`src/rtl/axis2fifo_pkg.sv`:
```
// Shared types and lane-geometry helpers for the AXIS-to-FIFO pixel packer.
package axis2fifo_pkg;

    typedef enum logic {SYNC, ACTIVE} state_t;

    function automatic int lane_bytes(input int pixel_width);
        return (pixel_width <= 8) ? 1 : (pixel_width <= 16) ? 2 : 4;
    endfunction

    function automatic int pix_per_word(input int data_width, input int pixel_width);
        return data_width / 8 / lane_bytes(pixel_width);
    endfunction

endpackage

```
`src/rtl/axis2fifo_word_asm.sv`:
```
// Packs pixels into FIFO words: lane accumulator, lane index, pending word and its sof tag.
module axis2fifo_word_asm
    import axis2fifo_pkg::*;
#(
    parameter int C_PIXEL_WIDTH = 8,
    parameter int C_DATA_WIDTH  = 32
) (
    input  logic                     clk,
    input  logic                     rst,
    input  logic                     flush,
    input  logic                     push,
    input  logic                     push_sof,
    input  logic                     discard,
    input  logic                     pop,
    input  logic [C_PIXEL_WIDTH-1:0] pix,
    output logic [C_DATA_WIDTH-1:0]  word,
    output logic                     pending,
    output logic                     sof
);
    localparam int LANE_W    = 8 * lane_bytes(C_PIXEL_WIDTH);
    localparam int NUM_LANES = pix_per_word(C_DATA_WIDTH, C_PIXEL_WIDTH);
    localparam int IDX_W     = (NUM_LANES > 1) ? $clog2(NUM_LANES) : 1;

    logic [NUM_LANES-1:0][LANE_W-1:0] lanes, lanes_nxt;
    logic [IDX_W-1:0]                 idx, idx_eff;
    logic                             sof_acc, sof_eff, last_lane;

    // discard restarts the word so a pixel pushed in the same cycle lands in lane 0
    always_comb begin
        idx_eff            = discard ? '0 : idx;
        lanes_nxt          = lanes;
        lanes_nxt[idx_eff] = LANE_W'(pix);
        sof_eff            = (idx_eff == '0) ? push_sof : sof_acc;
        last_lane          = (idx_eff == IDX_W'(NUM_LANES - 1));
    end

    always_ff @(posedge clk or posedge rst) begin
        if (rst) begin
            lanes   <= '0;
            idx     <= '0;
            sof_acc <= 1'b0;
            word    <= '0;
            pending <= 1'b0;
            sof     <= 1'b0;
        end else if (flush) begin
            idx     <= '0;
            sof_acc <= 1'b0;
            pending <= 1'b0;
        end else begin
            if (pop)
                pending <= 1'b0;
            if (push) begin
                lanes   <= lanes_nxt;
                sof_acc <= sof_eff;
                if (last_lane) begin
                    word    <= C_DATA_WIDTH'(lanes_nxt);
                    sof     <= sof_eff;
                    pending <= 1'b1;
                    idx     <= '0;
                end else begin
                    idx <= idx_eff + IDX_W'(1);
                end
            end else if (discard) begin
                idx <= '0;
            end
        end
    end

endmodule

```
`src/rtl/axis2fifo_packer.sv`:
```
// S2MM front-end: AXIS pixel stream -> packed FIFO words with frame geometry checking.
// Optional AXIS2FIFO_ERR_CNT_EN builds a saturating geometry-error counter.
module axis2fifo_packer
    import axis2fifo_pkg::*;
#(
    parameter int C_PIXEL_WIDTH = 8,
    parameter int C_DATA_WIDTH  = 32,
    parameter int C_IMG_WBITS   = 12,
    parameter int C_IMG_HBITS   = 12
) (
    input  logic                     S_AXIS_ACLK,
    input  logic                     S_AXIS_ARESET,
    input  logic                     soft_resetn,
    input  logic [C_IMG_WBITS-1:0]   img_width,
    input  logic [C_IMG_HBITS-1:0]   img_height,
    input  logic                     s_axis_tvalid,
    input  logic [C_PIXEL_WIDTH-1:0] s_axis_tdata,
    input  logic                     s_axis_tuser,
    input  logic                     s_axis_tlast,
    output logic                     s_axis_tready,
    output logic                     wr_en,
    output logic [C_DATA_WIDTH-1:0]  dout,
    output logic                     dout_sof,
    input  logic                     full,
    output logic                     frame_done,
    output logic                     geom_err,
    output logic [15:0]              err_count
);
    state_t                 state, state_nxt;
    logic [C_IMG_WBITS-1:0] col, col_nxt, cur_col, w_q, w_nxt, eff_w;
    logic [C_IMG_HBITS-1:0] row, row_nxt, cur_row, h_q, h_nxt, eff_h;
    logic hs, start, last_col, last_row;
    logic push, discard, err_now, done_set, done_pend, pending;

    assign s_axis_tready = ~S_AXIS_ARESET & soft_resetn & ((state == SYNC) | ~(pending & full));
    assign hs            = s_axis_tvalid & s_axis_tready;
    assign wr_en         = pending & ~full;
    assign frame_done    = wr_en & done_pend;

    // a tuser pixel is always evaluated as column 0 / row 0 of a fresh geometry
    always_comb begin
        start    = hs & s_axis_tuser;
        cur_col  = start ? '0 : col;
        cur_row  = start ? '0 : row;
        eff_w    = start ? img_width  : w_q;
        eff_h    = start ? img_height : h_q;
        last_col = (cur_col == eff_w - C_IMG_WBITS'(1));
        last_row = (cur_row == eff_h - C_IMG_HBITS'(1));

        state_nxt = state;
        col_nxt   = col;
        row_nxt   = row;
        w_nxt     = w_q;
        h_nxt     = h_q;
        push      = 1'b0;
        discard   = 1'b0;
        err_now   = 1'b0;
        done_set  = 1'b0;

        if (!soft_resetn) begin
            state_nxt = SYNC;
            col_nxt   = '0;
            row_nxt   = '0;
        end else if (hs && (state == ACTIVE || start)) begin
            if (start) begin
                w_nxt     = img_width;
                h_nxt     = img_height;
                discard   = 1'b1;
                err_now   = (state == ACTIVE);
                state_nxt = ACTIVE;
            end
            if (s_axis_tlast != last_col) begin
                err_now   = 1'b1;
                discard   = 1'b1;
                state_nxt = SYNC;
                col_nxt   = '0;
                row_nxt   = '0;
            end else begin
                push = 1'b1;
                if (last_col) begin
                    col_nxt = '0;
                    if (last_row) begin
                        state_nxt = SYNC;
                        row_nxt   = '0;
                        done_set  = 1'b1;
                    end else begin
                        row_nxt = cur_row + C_IMG_HBITS'(1);
                    end
                end else begin
                    col_nxt = cur_col + C_IMG_WBITS'(1);
                end
            end
        end
    end

    always_ff @(posedge S_AXIS_ACLK or posedge S_AXIS_ARESET) begin
        if (S_AXIS_ARESET) begin
            state     <= SYNC;
            col       <= '0;
            row       <= '0;
            w_q       <= '0;
            h_q       <= '0;
            geom_err  <= 1'b0;
            done_pend <= 1'b0;
        end else begin
            state    <= state_nxt;
            col      <= col_nxt;
            row      <= row_nxt;
            w_q      <= w_nxt;
            h_q      <= h_nxt;
            geom_err <= err_now;
            // the frame's last word always completes on the done_set push
            if (!soft_resetn)
                done_pend <= 1'b0;
            else if (done_set)
                done_pend <= 1'b1;
            else if (wr_en)
                done_pend <= 1'b0;
        end
    end

    axis2fifo_word_asm #(
        .C_PIXEL_WIDTH(C_PIXEL_WIDTH),
        .C_DATA_WIDTH (C_DATA_WIDTH)
    ) u_word_asm (
        .clk     (S_AXIS_ACLK),
        .rst     (S_AXIS_ARESET),
        .flush   (~soft_resetn),
        .push    (push),
        .push_sof(start),
        .discard (discard),
        .pop     (wr_en),
        .pix     (s_axis_tdata),
        .word    (dout),
        .pending (pending),
        .sof     (dout_sof)
    );

`ifdef AXIS2FIFO_ERR_CNT_EN
    logic [15:0] err_cnt_q;
    always_ff @(posedge S_AXIS_ACLK or posedge S_AXIS_ARESET) begin
        if (S_AXIS_ARESET)
            err_cnt_q <= '0;
        else if (geom_err && err_cnt_q != 16'hFFFF)
            err_cnt_q <= err_cnt_q + 16'd1;
    end
    assign err_count = err_cnt_q;
`else
    assign err_count = '0;
`endif

endmodule

```
`config.mk`:
```
export PLATFORM = sky130hd
export DESIGN_NAME = axis2fifo_packer
export DESIGN_NICKNAME = d
export VERILOG_FILES = /design/src/rtl/axis2fifo_pkg.sv /design/src/rtl/axis2fifo_word_asm.sv /design/src/rtl/axis2fifo_packer.sv
export SDC_FILE = /design/constraint.sdc
export NUM_CORES = 1
export LEC_CHECK = 0
export ABC_AREA = 1
export BUFFER_PORTS_ARGS = -buffer_cell sky130_fd_sc_hd__buf_2
export CAP_MARGIN = 25
export CORE_MARGIN = 2
export CORE_UTILIZATION = 50
export CTS_BUF_LIST = sky130_fd_sc_hd__clkbuf_16
export CTS_CLUSTER_SIZE = 24
export DETAILED_ROUTE_END_ITERATION = 8
export MAX_ROUTING_LAYER = met4
export PLACE_DENSITY = 0.71
export SYNTH_ARGS = -nofsm -noshare
export SYNTH_HDL_FRONTEND = slang
export SYNTH_SLANG_ARGS = --single-unit
```
`constraint.sdc`:
```
create_clock -name S_AXIS_ACLK -period 6.7 [get_ports S_AXIS_ACLK]
set_input_delay 0 -clock S_AXIS_ACLK [delete_from_list [all_inputs] [get_ports S_AXIS_ACLK]]
set_output_delay 0 -clock S_AXIS_ACLK [all_outputs]
set_load 0.01 [all_outputs]
```
**Word-level counts from Yosys, hierarchy flattened**

Index checks and enable logic that the tools add are counted.

- Register bits: 120
- Bits of input ports: 39
- Logic and storage cells: 103

- Muxes and demuxes: 52
- $add $sub $neg: 5
- Order comparisons: 2
- Reduce and logical (&&, ||, !) cells: 8
- Bitwise logic cells: 12
- Equality and inequality tests: 8

Operators by type and width:

| operator | number |
|---|---|
| two-way mux 12 bit | 13 |
| bitwise mux 32 bit | 1 |
| two-way mux 1 bit | 32 |
| adder 12 x 1 -> 12 bit (second input constant) | 2 |
| equality test 12 bit | 2 |
| subtractor 12 x 1 -> 12 bit (second input constant) | 2 |
| demux 8 bit (select 2 bit) | 1 |
| two-way mux 2 bit | 4 |
| two-way mux 8 bit | 1 |
| bitwise AND 1 bit | 7 |
| inequality test 3 x 1 -> 1 bit (second input constant) | 2 |
| AND reduction 2 bit | 3 |
| inequality test 2 x 1 -> 1 bit (second input constant) | 2 |
| inverter 1 bit | 4 |
| less-than comparator 2 x 3 -> 1 bit (second input constant) | 1 |
| AND reduction 3 bit | 1 |
| adder 2 x 1 -> 2 bit (second input constant) | 1 |
| equality test 2 bit (second input constant) | 1 |
| greater-or-equal comparator 2 x 1 -> 1 bit (second input constant) | 1 |
| logical AND 1 bit | 2 |
| logical NOT 2 bit | 1 |
| logical OR 1 bit | 1 |
| inequality test 1 bit | 1 |
| bitwise OR 1 bit | 1 |

**Depth between registers and ports, before layout**

Gate-level depths: netlist of the first run.

- Depth in word-level cells: 19
- Mapped depth: 30
- Gate-level depth less buffers: 28

**Modules after synthesis**

A second synthesis of the first run with hierarchy kept.

- Cell total of the unflattened synthesis: 1035
- Area, all modules: 7275.7 µm²

Modules (own cells, without submodules):

| module | area an instance (µm²) | cells an instance | times used |
|---|---|---|---|
| axis2fifo_packer | 4570.6 | 682 | 1 |
| axis2fifo_word_asm | 2705.1 | 353 | 1 |

**Least setup slack after synthesis of the first run**

No wires, ideal clock.

- Path type: reg2reg
- Start: register u_word_asm.pending
- End: register u_word_asm.lanes[7] in the netlist's numbering
- Slack: 3.085 ns
- Library setup time: 0.132 ns
- Arrival time: 3.482 ns
- Stages on the path, launching flop included: 28
- Buffers on the path: 3
- Required time: 6.568 ns
- Cell sequence: dfrtp_1 nand3_1 nand4_4 buf_6 o21ai_1 ha_1 nand3b_1 nand2_1 nand3_1 nor2_1 nand2_1 nor2_2 nand2_2 nor2_4 nand3_2 nand2_2 nand3_2 nand2_4 inv_1 nor2_2 inv_1 ha_1 clkbuf_1 clkbuf_1 nand2_1 o21ai_0 nand2_1 o21ai_0

- Longest elaborated chain between the ends: 19
- Elaborated cells on any way between the ends: 28
- Those cells by class: 1 x add/sub; 2 x order compare; 2 x eq/ne; 13 x mux; 6 x bitwise; 4 x reduce/logical

RTL lines:

| item | line | source |
|---|---|---|
| start: declaration | axis2fifo_word_asm.sv:17 | `output logic pending,` |
| start signal: assignment | axis2fifo_word_asm.sv:43 | `pending <= 1'b0;` |
| start signal: assignment | axis2fifo_word_asm.sv:48 | `pending <= 1'b0;` |
| start signal: assignment | axis2fifo_word_asm.sv:51 | `pending <= 1'b0;` |
| bitwise AND 1 bit (*) | axis2fifo_packer.sv:35 | `assign s_axis_tready = ~S_AXIS_ARESET & soft_resetn & ((state == SYNC) \| ~(pending & full));` |
| inverter 1 bit (*) | axis2fifo_packer.sv:35 |  |
| bitwise OR 1 bit (*) | axis2fifo_packer.sv:35 |  |
| bitwise AND 1 bit (*) | axis2fifo_packer.sv:35 |  |
| bitwise AND 1 bit (*) | axis2fifo_packer.sv:36 | `assign hs = s_axis_tvalid & s_axis_tready;` |
| bitwise AND 1 bit | axis2fifo_packer.sv:42 | `start = hs & s_axis_tuser;` |
| two-way mux 12 bit | -- |  |
| subtractor 12 x 1 -> 12 bit | axis2fifo_packer.sv:47 | `last_col = (cur_col == eff_w - C_IMG_WBITS'(1));` |
| [3 not listed] | -- |  |
| two-way mux 1 bit | axis2fifo_packer.sv:64 | `end else if (hs && (state == ACTIVE \|\| start)) begin` |
| two-way mux 1 bit | axis2fifo_packer.sv:60 | `if (!soft_resetn) begin` |
| two-way mux 2 bit | -- |  |
| less-than comparator 2 x 3 -> 1 bit (not written as such) / greater-or-equal comparator 2 x 1 -> 1 bit (equally long branches) | axis2fifo_word_asm.sv:32 | `lanes_nxt[idx_eff] = LANE_W'(pix);` |
| logical AND 1 bit (not written as such) | axis2fifo_word_asm.sv:32 |  |
| two-way mux 8 bit (not written as such) | axis2fifo_word_asm.sv:32 |  |
| demux 8 bit (select 2 bit) | -- |  |
| bitwise mux 32 bit | axis2fifo_word_asm.sv:32 |  |
| end signal: assignment | axis2fifo_word_asm.sv:53 | `lanes <= lanes_nxt;` |
| end: declaration | axis2fifo_word_asm.sv:24 | `logic [NUM_LANES-1:0][LANE_W-1:0] lanes, lanes_nxt;` |

Every way passes the cells marked *; elsewhere a longest branch is shown, timed or not.
A chain may end at the register's enable or synchronous reset.

**Worst setup path in the final report of the first run**

- Start: input soft_resetn
- End: register u_word_asm.word[25]

- Longest elaborated chain between the ends: 17
- Elaborated cells on any way between the ends: 27
- Those cells by class: 1 x add/sub; 2 x order compare; 3 x eq/ne; 13 x mux; 4 x bitwise; 4 x reduce/logical

RTL lines:

| item | line | source |
|---|---|---|
| start: declaration | axis2fifo_packer.sv:13 | `input logic soft_resetn,` |
| bitwise AND 1 bit (2 in series) | axis2fifo_packer.sv:35 |  |
| bitwise AND 1 bit | axis2fifo_packer.sv:36 |  |
| bitwise AND 1 bit | axis2fifo_packer.sv:42 |  |
| two-way mux 12 bit | -- |  |
| subtractor 12 x 1 -> 12 bit | axis2fifo_packer.sv:47 |  |
| equality test 12 bit | axis2fifo_packer.sv:47 |  |
| inequality test 1 bit | axis2fifo_packer.sv:72 | `if (s_axis_tlast != last_col) begin` |
| two-way mux 1 bit | axis2fifo_packer.sv:72 |  |
| two-way mux 1 bit | axis2fifo_packer.sv:64 |  |
| two-way mux 1 bit | axis2fifo_packer.sv:60 |  |
| two-way mux 2 bit | -- |  |
| less-than comparator 2 x 3 -> 1 bit (not written as such) / greater-or-equal comparator 2 x 1 -> 1 bit (equally long branches) | axis2fifo_word_asm.sv:32 |  |
| logical AND 1 bit (not written as such) | axis2fifo_word_asm.sv:32 |  |
| two-way mux 8 bit (not written as such) | axis2fifo_word_asm.sv:32 |  |
| demux 8 bit (select 2 bit) | -- |  |
| bitwise mux 32 bit | axis2fifo_word_asm.sv:32 |  |
| end signal: assignment | axis2fifo_word_asm.sv:56 | `word <= C_DATA_WIDTH'(lanes_nxt);` |
| end: declaration | axis2fifo_word_asm.sv:16 | `output logic [C_DATA_WIDTH-1:0] word,` |

Parallel ways exist; a longest one is shown, timed or not.

==> results of run 1 <==
==> layout make-up <==
type                            instances  area share
Clock buffer                            9     0.02981
Multi-Input combinational cell        630      0.4164
Sequential cell                       112      0.3710
Inverter                              130     0.06492
Timing Repair Buffer                   98     0.07950
Tap cell                              176     0.02915
Clock inverter                          7    0.009275
==> timing repair <==
item	CTS	global route
endpoints found under the hold margin	91	0
setup endpoints to repair	0	0
hold buffers	21	0
==> registers in the layout, indices dropped and copies added, names as in the netlist, 2 cells and up <==
signal,count
u_word_asm.word,32
h_q,12
u_word_asm.lanes,24
w_q,12
u_word_asm.idx,2
row,12
col,12
==> cell usage after synthesis, types with 4 or more instances <==
master    instances
nand2_1         319
inv_1           121
dfrtp_1         112
nand3_1          53
nor2_1           42
o21ai_0          34
nand4_1          24
xor2_1           18
buf_4            16
o21ai_1          15
buf_2            10
nand2_2          10
a21oi_1           8
nor2_4            8
nor3_1            8
buf_6             7
nand3_2           7
or2_2             7
inv_2             6
nand3b_1          6
nor2_2            6
xnor2_1           6
clkbuf_1          5
ha_1              5
o21ai_2           5
nand2_4           4
o211ai_1          4
==> worst max-delay path, stage by stage <==
cell and delay (ns):
dlygate4sd3_1 0.55, buf_2 0.19, inv_2 0.10, nor2_4 0.14, nand4_4 0.54, o21ai_1 0.49
ha_1 0.27, nand3_1 0.13, nor2_2 0.17, nand2_1 0.11, nor2_1 0.09, nand2_1 0.05
nand2_1 0.09, inv_2 0.05, nor2_4 0.12, nand3_2 0.10, nand2_2 0.08, nand2_2 0.12
nor2_8 0.39, nand4_2 0.85, nand2_1 0.31, nand2_1 0.07
==> power groups by stage <==
stage,logic (W),clock network [W],registers [W]
floorplan,0.000245,0,0.000759
global placement,0.000296,0,0.000763
detailed placement,0.000301,0,0.000765
CTS,0.000313,0.000562,0.000751
global route,0.000360,0.000584,0.000757
finish,0.000312,0.000553,0.000752
==> kinds of logic (layout without fill, tap and decap cells) <==
kind of cell    Yosys count  in the layout  synth area share
simple gates            507            507            0.3534
buf+inv                 171            244            0.1152
flops                   112            112            0.4209
compound gates           77             77           0.06746
xor+xnor                 24             24           0.03157
fa+ha+maj                 5              5          0.009395
other cells               1             16         0.0005632
mux                       1              1          0.001503
==> layer usage <==
metal	wire, um	part of all wire	GRT usage	up-vias
met5	0	0	-	-
li1	-	-	-	2950
met3	676	0.045	0.03496	22
met1	7157	0.48	0.3065	2580
met4	282	0.019	0.07279	0
met2	6912	0.46	0.3581	129
==> how the worst max path moves through the flow <==
stage	from	endpoint	cells past startpoint
after global placement	state	u_word_asm.word[5]	19
after global routing	soft_resetn	u_word_asm.word[5]	22
final	soft_resetn	u_word_asm.word[25]	22
after detailed placement	u_word_asm.pending	u_word_asm.word[19]	19
after floorplan	u_word_asm.pending	u_word_asm.lanes[7]	27
after CTS	soft_resetn	u_word_asm.word[19]	22
==> through the flow <==
stage / util / total power, W / worst slack (ns) / instance area, sq um / hold WS [ns]
after CTS: 0.5750 / 0.001626 / 1.878 / 7555 / 0.01209
after detailed placement: 0.5366 / 0.001066 / 1.931 / 7049 / 0.2482
after global placement: 0.5366 / 0.001059 / 2.110 / 7049 / 0.2372
final: 0.5750 / 0.001616 / 1.893 / 7555 / 0.01240
after global routing: 0.5750 / 0.001702 / 1.325 / 7555 / 0.03818
after floorplan: - / 0.001004 / 3.085 / 6715 / 0.05440
==> cells in the final DEF, fill, tap and decap left out, types with 3 or more instances in the layout <==
master and n:
or2_2 7, dlygate4sd3_1 21, buf_2 75, nand4_1 24, clkinv_1 5, nor2_2 6, o22ai_1 3, and3_1 3
inv_1 121, nand3_2 7, conb_1 16, o21ai_2 5, nor3_1 8, o211ai_1 4, nand2_1 319, nand3_1 53
nand2_2 10, dfrtp_1 112, xnor2_1 6, ha_1 5, clkbuf_16 9, inv_2 6, a21oi_1 8, nand3b_1 6
xor2_1 18, nand2_4 4, o21ai_1 15, o21ai_0 34, nor2_4 8, nor2_1 42
==> out/qor.yml, run 1 <==
die:
  core.rowCount: 42
  fp.coreArea_sq_um: 13140
  io-pin-count: 92
  start_util: 0.5069
  die_x_um: 119.4
  die-area_sq_um: 14260
  die_y_um: 119.4
synth:
  ys_types: 47
  yosysTopAreaCellShare: 0.4209
  synthesis.area_sq_um: 6659
  ys_seq_elements: 112
  ys_seq_area_frac: 0.4209
  ys_async_sr_fraction: 1.000
  synth_edf_count: 0
  yosysWarnings: 0
  synth_largest_area_cell: "dfrtp_1"
  syn_area_per_cell_sq_um: 7.415
  synthTopCellsByArea: "dfrtp_1 (42%), nand2_1 (18%), inv_1 (6.8%), nand3_1 (4.0%), o21ai_0 (2.6%)"
  syn_inst: 898
  ys.flop_type: "dfrtp_1"
timing:
  worst_slew_pin_slew_ns: 0.9664
  relSlewSlack: 0.3542
  grt_setup_unrepaired: "no"
  maxSlewViolCount: 0
  max_freq_ghz: 0.2080
  period_share: 0.7175
  skew_ns: 0.009740
  min_period_ns: 4.807
  final_hold_viol_count: 0
  setup_viol: 0
  tns_ns: 0
critical_path:
  cp.arrival_ns: 5.06
  reg2reg_depth: 19
  worst-setup-path-type: "in -> reg"
  r2r_start: "state"
  crit_path_start_kind: "primary input"
  cp_max_fo: 45
  ff2ff_setup_slack_ns: 1.93
  end_kind: "flip-flop"
  r2r_end: "u_word_asm.word[25]"
  worstPathRequired_ns: 6.95
global_routing:
  grt_pass1_vias: 5460
  grtUsageTotal: 0.2281
  grt_max_degree: 68
  antenna_found_initial: 0
  gr-total-overflow: 0
  grt_pass1_wl_um: 25570
cts:
  h-tree-depth: 3
  cts_root_buffer: "clkbuf_16"
  cts_tree: "built"
  post-cts-setup-buffers: 0
  clock-sinks: 112
  cts_made_buffers: 9
  clk_pin_slew_ns: 0.08
  ctsLongestPathBuffers: 2
  cts_resized: 0
  clock_latency_ns: 0.36
pwr:
  p_seq_frac: 0.465
  power_frac_comb: 0.193
  ir_drop_mv: 0.1304
  power_density_nw_per_um2: 214.0
  switchingPower_w: 0.0004877
  switching_share: 0.3017
  leakagePower_nw: 4.215
  power_frac_clock: 0.342
  internal-power_w: 0.001129
cells_and_area:
  area_growth_pct: 13.45
  final-seq-area_sq_um: 2803
  nNetsFinal: 1025
  final.fill_count: 1248
  multi_input_area_sq_um: 3146
  stdcell_count: 1162
  diodes: 0
  drive_above_1_share: 0.1521
detailed_routing:
  final_antenna_net_count: 0
  vias: 5681
  drt_iter0_drc: 393
  wl_um: 15030
  via_per_inst: 4.889
  drcViolationCount: 0
  drt-pass1-iter-count: 6
  wl_per_cell_um: 12.93
placement:
  place_inst: 1125
  dp_hpwl_um: 10410
  gp_congestion: 0.8518
  io_buffers: 75
outcome:
  status: "finished, final reports clean"
flow_run:
  max_cap_viol_count: 0
worst_hold_path:
  min_to: "w_q[6]"
  hold_path_class: "in -> reg"
  holdPathStages: 5
  min-delay-start: "img_width[6]"
Note: power is estimated with default switching activity, not from simulation.
==> run 2: changes to the inputs <==
==> constraint.sdc (replaced) <==
create_clock -name S_AXIS_ACLK -period 4.5 [get_ports S_AXIS_ACLK]
set_input_delay 0 -clock S_AXIS_ACLK [delete_from_list [all_inputs] [get_ports S_AXIS_ACLK]]
set_output_delay 0 -clock S_AXIS_ACLK [all_outputs]
set_load 0.01 [all_outputs]
==> run 2 against run 1 <==
  * Register-to-register slack worse by 1.4 ns
  * Flip-flop and latch count unchanged
  * Sequential power up 49%
  * Cell count up 0.43%
  * Sequential share of layout area down 0.41 points
  * Largest power group unchanged
  * Highest routed layer unchanged
==> out/qor.yml, run 2 (synthesis gave the netlist of run 1 again) <==
critical_path:
  cp.arrival_ns: 4.28  # -0.78 ns
  cp_max_fo: 37  # -18%
  crit_path_start_kind: "flip-flop"
  worstPathRequired_ns: 4.78  # -2.17 ns
  ff2ff_setup_slack_ns: 0.51  # -1.42 ns
  r2r_end: "u_word_asm.word[5]"
  reg2reg_depth: 23  # +4
  r2r_start: "state"
  worstPathCellList: "nand3_1 -> nand3_2 -> nor2_4 -> buf_4 -> nand2_1 -> nand2_2 -> nand2_4 -> nor2_8 -> nand3_1 -> nand2_1 -> nand3_2 -> nor2_4 -> nand3_2 -> nand2_2 -> nand3_2 -> nand2_4 -> inv_1 -> nor2_2 -> inv_1 -> ha_1 -> nand2_1 -> o211ai_1 -> o21ai_0"
  worst_path_most_repeated_cell: "nand3_2"
  end_kind: "flip-flop"
  slowest_stage: "buf_4"
  worst-setup-path-type: "reg -> reg"
  max_stage_delay_ns: 0.42  # -0.43 ns
global_routing:
  grt_pass1_wl_um: 25320  # -1.0%
  antenna_found_initial: 0  # unchanged
  grt_pass1_vias: 5475  # +0.27%
  grtUsageTotal: 0.2266  # -0.001506
  grt_max_degree: 64  # -5.9%
  gr-total-overflow: 0  # unchanged
cells_and_area:
  final_common_cell: "nand2_1"
  nNetsFinal: 1030  # +0.49%
  final_cell_mix: "nand2_1 (319), inv_1 (120), dfrtp_1 (112), buf_2 (75), nand3_1 (53)"
  drive_above_1_share: 0.1594  # +0.007305
  diodes: 0  # unchanged
  largest_reg_flops: 32  # unchanged
  top_register: "u_word_asm.word"
  area_growth_pct: 14.71
  design_area_sq_um: 7639  # +1.1%
  reg_top3: "u_word_asm.word (32), u_word_asm.lanes (24)"
timing:
  tns_ns: 0  # unchanged
  max_freq_ghz: 0.2504
  worst_slew_pin_slew_ns: 0.7734  # -0.1930 ns
  min_period_ns: 3.994
  relSlewSlack: 0.4844  # +0.1302
  setup_viol: 0  # unchanged
  skew_ns: 0.01164  # +0.001901 ns
  maxSlewViolCount: 0  # unchanged
  final_hold_viol_count: 0  # unchanged
  grt_setup_unrepaired: "no"
  period_share: 0.8876
cts:
  cts_made_buffers: 9  # unchanged
  cts_root_buffer: "clkbuf_16"
  cts_tree: "built"
  clock_latency_ns: 0.36  # about the same
  clk_pin_slew_ns: 0.08  # about the same
  h-tree-depth: 3  # unchanged
  ctsLongestPathBuffers: 2  # unchanged
  clock-sinks: 112  # unchanged
  post-cts-setup-buffers: 0  # unchanged
placement:
  gp_congestion: 0.8447  # -0.83%
  placed_area_sq_um: 7079  # +0.43%
  dp_hpwl_um: 10650  # +2.3%
  io_buffers: 75  # unchanged
die:
  die-area_sq_um: 14260  # unchanged
  start_util: 0.5069  # unchanged
  core.rowCount: 42  # unchanged
  fp.coreArea_sq_um: 13140  # unchanged
  die_y_um: 119.4  # unchanged
  io-pin-count: 92  # unchanged
  die_x_um: 119.4  # unchanged
detailed_routing:
  drt-pass1-iter-count: 5  # -1
  final_antenna_net_count: 0  # unchanged
  drcViolationCount: 0  # unchanged
  wl_um: 14860  # -1.1%
  drt_iter0_drc: 348  # -11%
  wl_per_cell_um: 12.73  # -1.6%
  via_per_inst: 4.901  # +0.24%
  vias: 5719  # +0.67%
pwr:
  leakagePower_nw: 4.230  # +0.36%
  power_density_nw_per_um2: 324.4  # +52%
  ir_drop_mv: 0.1942  # +49%
  power_w: 0.002478  # +53%
outcome:
  status: "finished, final reports clean"
worst_hold_path:
  hold_path_class: "in -> reg"
  min_to: "w_q[3]"
  holdPathStages: 3  # -2
  min-delay-start: "img_width[3]"
flow_run:
  max_cap_viol_count: 0  # unchanged
-- run 2: changes by cell type in the layout (fill, tap and decap cells not counted), sizes merged --
cell	before	now
buf	77	81
clkinv	6	4
bufinv	1	2
clkinvlp	0	1
dlygate4sd3	21	22
-- run 2: area by class of cell --
class                   instances  area (sq um)
fillers                      1186          5499
repair buffers                103         640.6
multi-input cells             630          3158
clock inverters                 7         101.3
clock buffers                   9         225.2
flip-flops and latches        112          2803
inverters                     130         490.5
well taps                     176         220.2
-- run 2: report_power, final --
group | total [W] | internal (W) | switching, W
Sequential | 0.00112 | 0.00108 | 0.0000359
Combinational | 0.000463 | 0.000164 | 0.000299
Clock | 0.000894 | 0.000496 | 0.000398
-- run 2: layer usage --
layer	track usage	vias up	wire, um
met5	-	-	0
li1	-	2956	-
met1	0.2921	2621	6960
met4	0.07206	0	323
met3	0.05220	23	744
met2	0.3570	119	6829
-- run 2: how the worst max path moves through the flow --
stage                             startpoint                   to  slack, ns  cells past startpoint
after floorplan           u_word_asm.pending  u_word_asm.lanes[7]       0.89                     27
after global placement                 state  u_word_asm.lanes[7]       0.49                     22
after detailed placement  u_word_asm.pending   u_word_asm.word[5]       0.42                     19
after CTS                        soft_resetn   u_word_asm.word[1]       0.41                     22
after global routing                   state  u_word_asm.lanes[1]       0.03                     26
final                                  state   u_word_asm.word[5]       0.51                     23
-- run 2: metrics by stage --
| stage | hold WS [ns] | std cells | util | setup WS, ns |
|---|---|---|---|---|
| detailed placement | 0.2340 | 1129 | 0.5389 | 0.4224 |
| global route | 0.01104 | 1167 | 0.5814 | 0.02999 |
| floorplan | 0.05440 | 913 | - | 0.8855 |
| CTS | 0.002054 | 1167 | 0.5805 | 0.4056 |
| finish | 0.005009 | 1167 | 0.5814 | 0.5060 |
| global placement | 0.2314 | 1129 | 0.5389 | 0.4882 |
-- run 2: worst max-delay path, delay by kind of cell, from the launching register on --
kind            cells  cell delay, ns
compound gates      2            0.29
fa+ha+maj           1            0.41
buf+inv             3            0.61
flops               1            0.41
simple gates       17            2.16
-- run 2: repair_timing --
item	CTS	global route
setup endpoints to repair	0	12
gates resized for setup	0	2
hold buffers	22	0
endpoints found under the hold margin	89	0
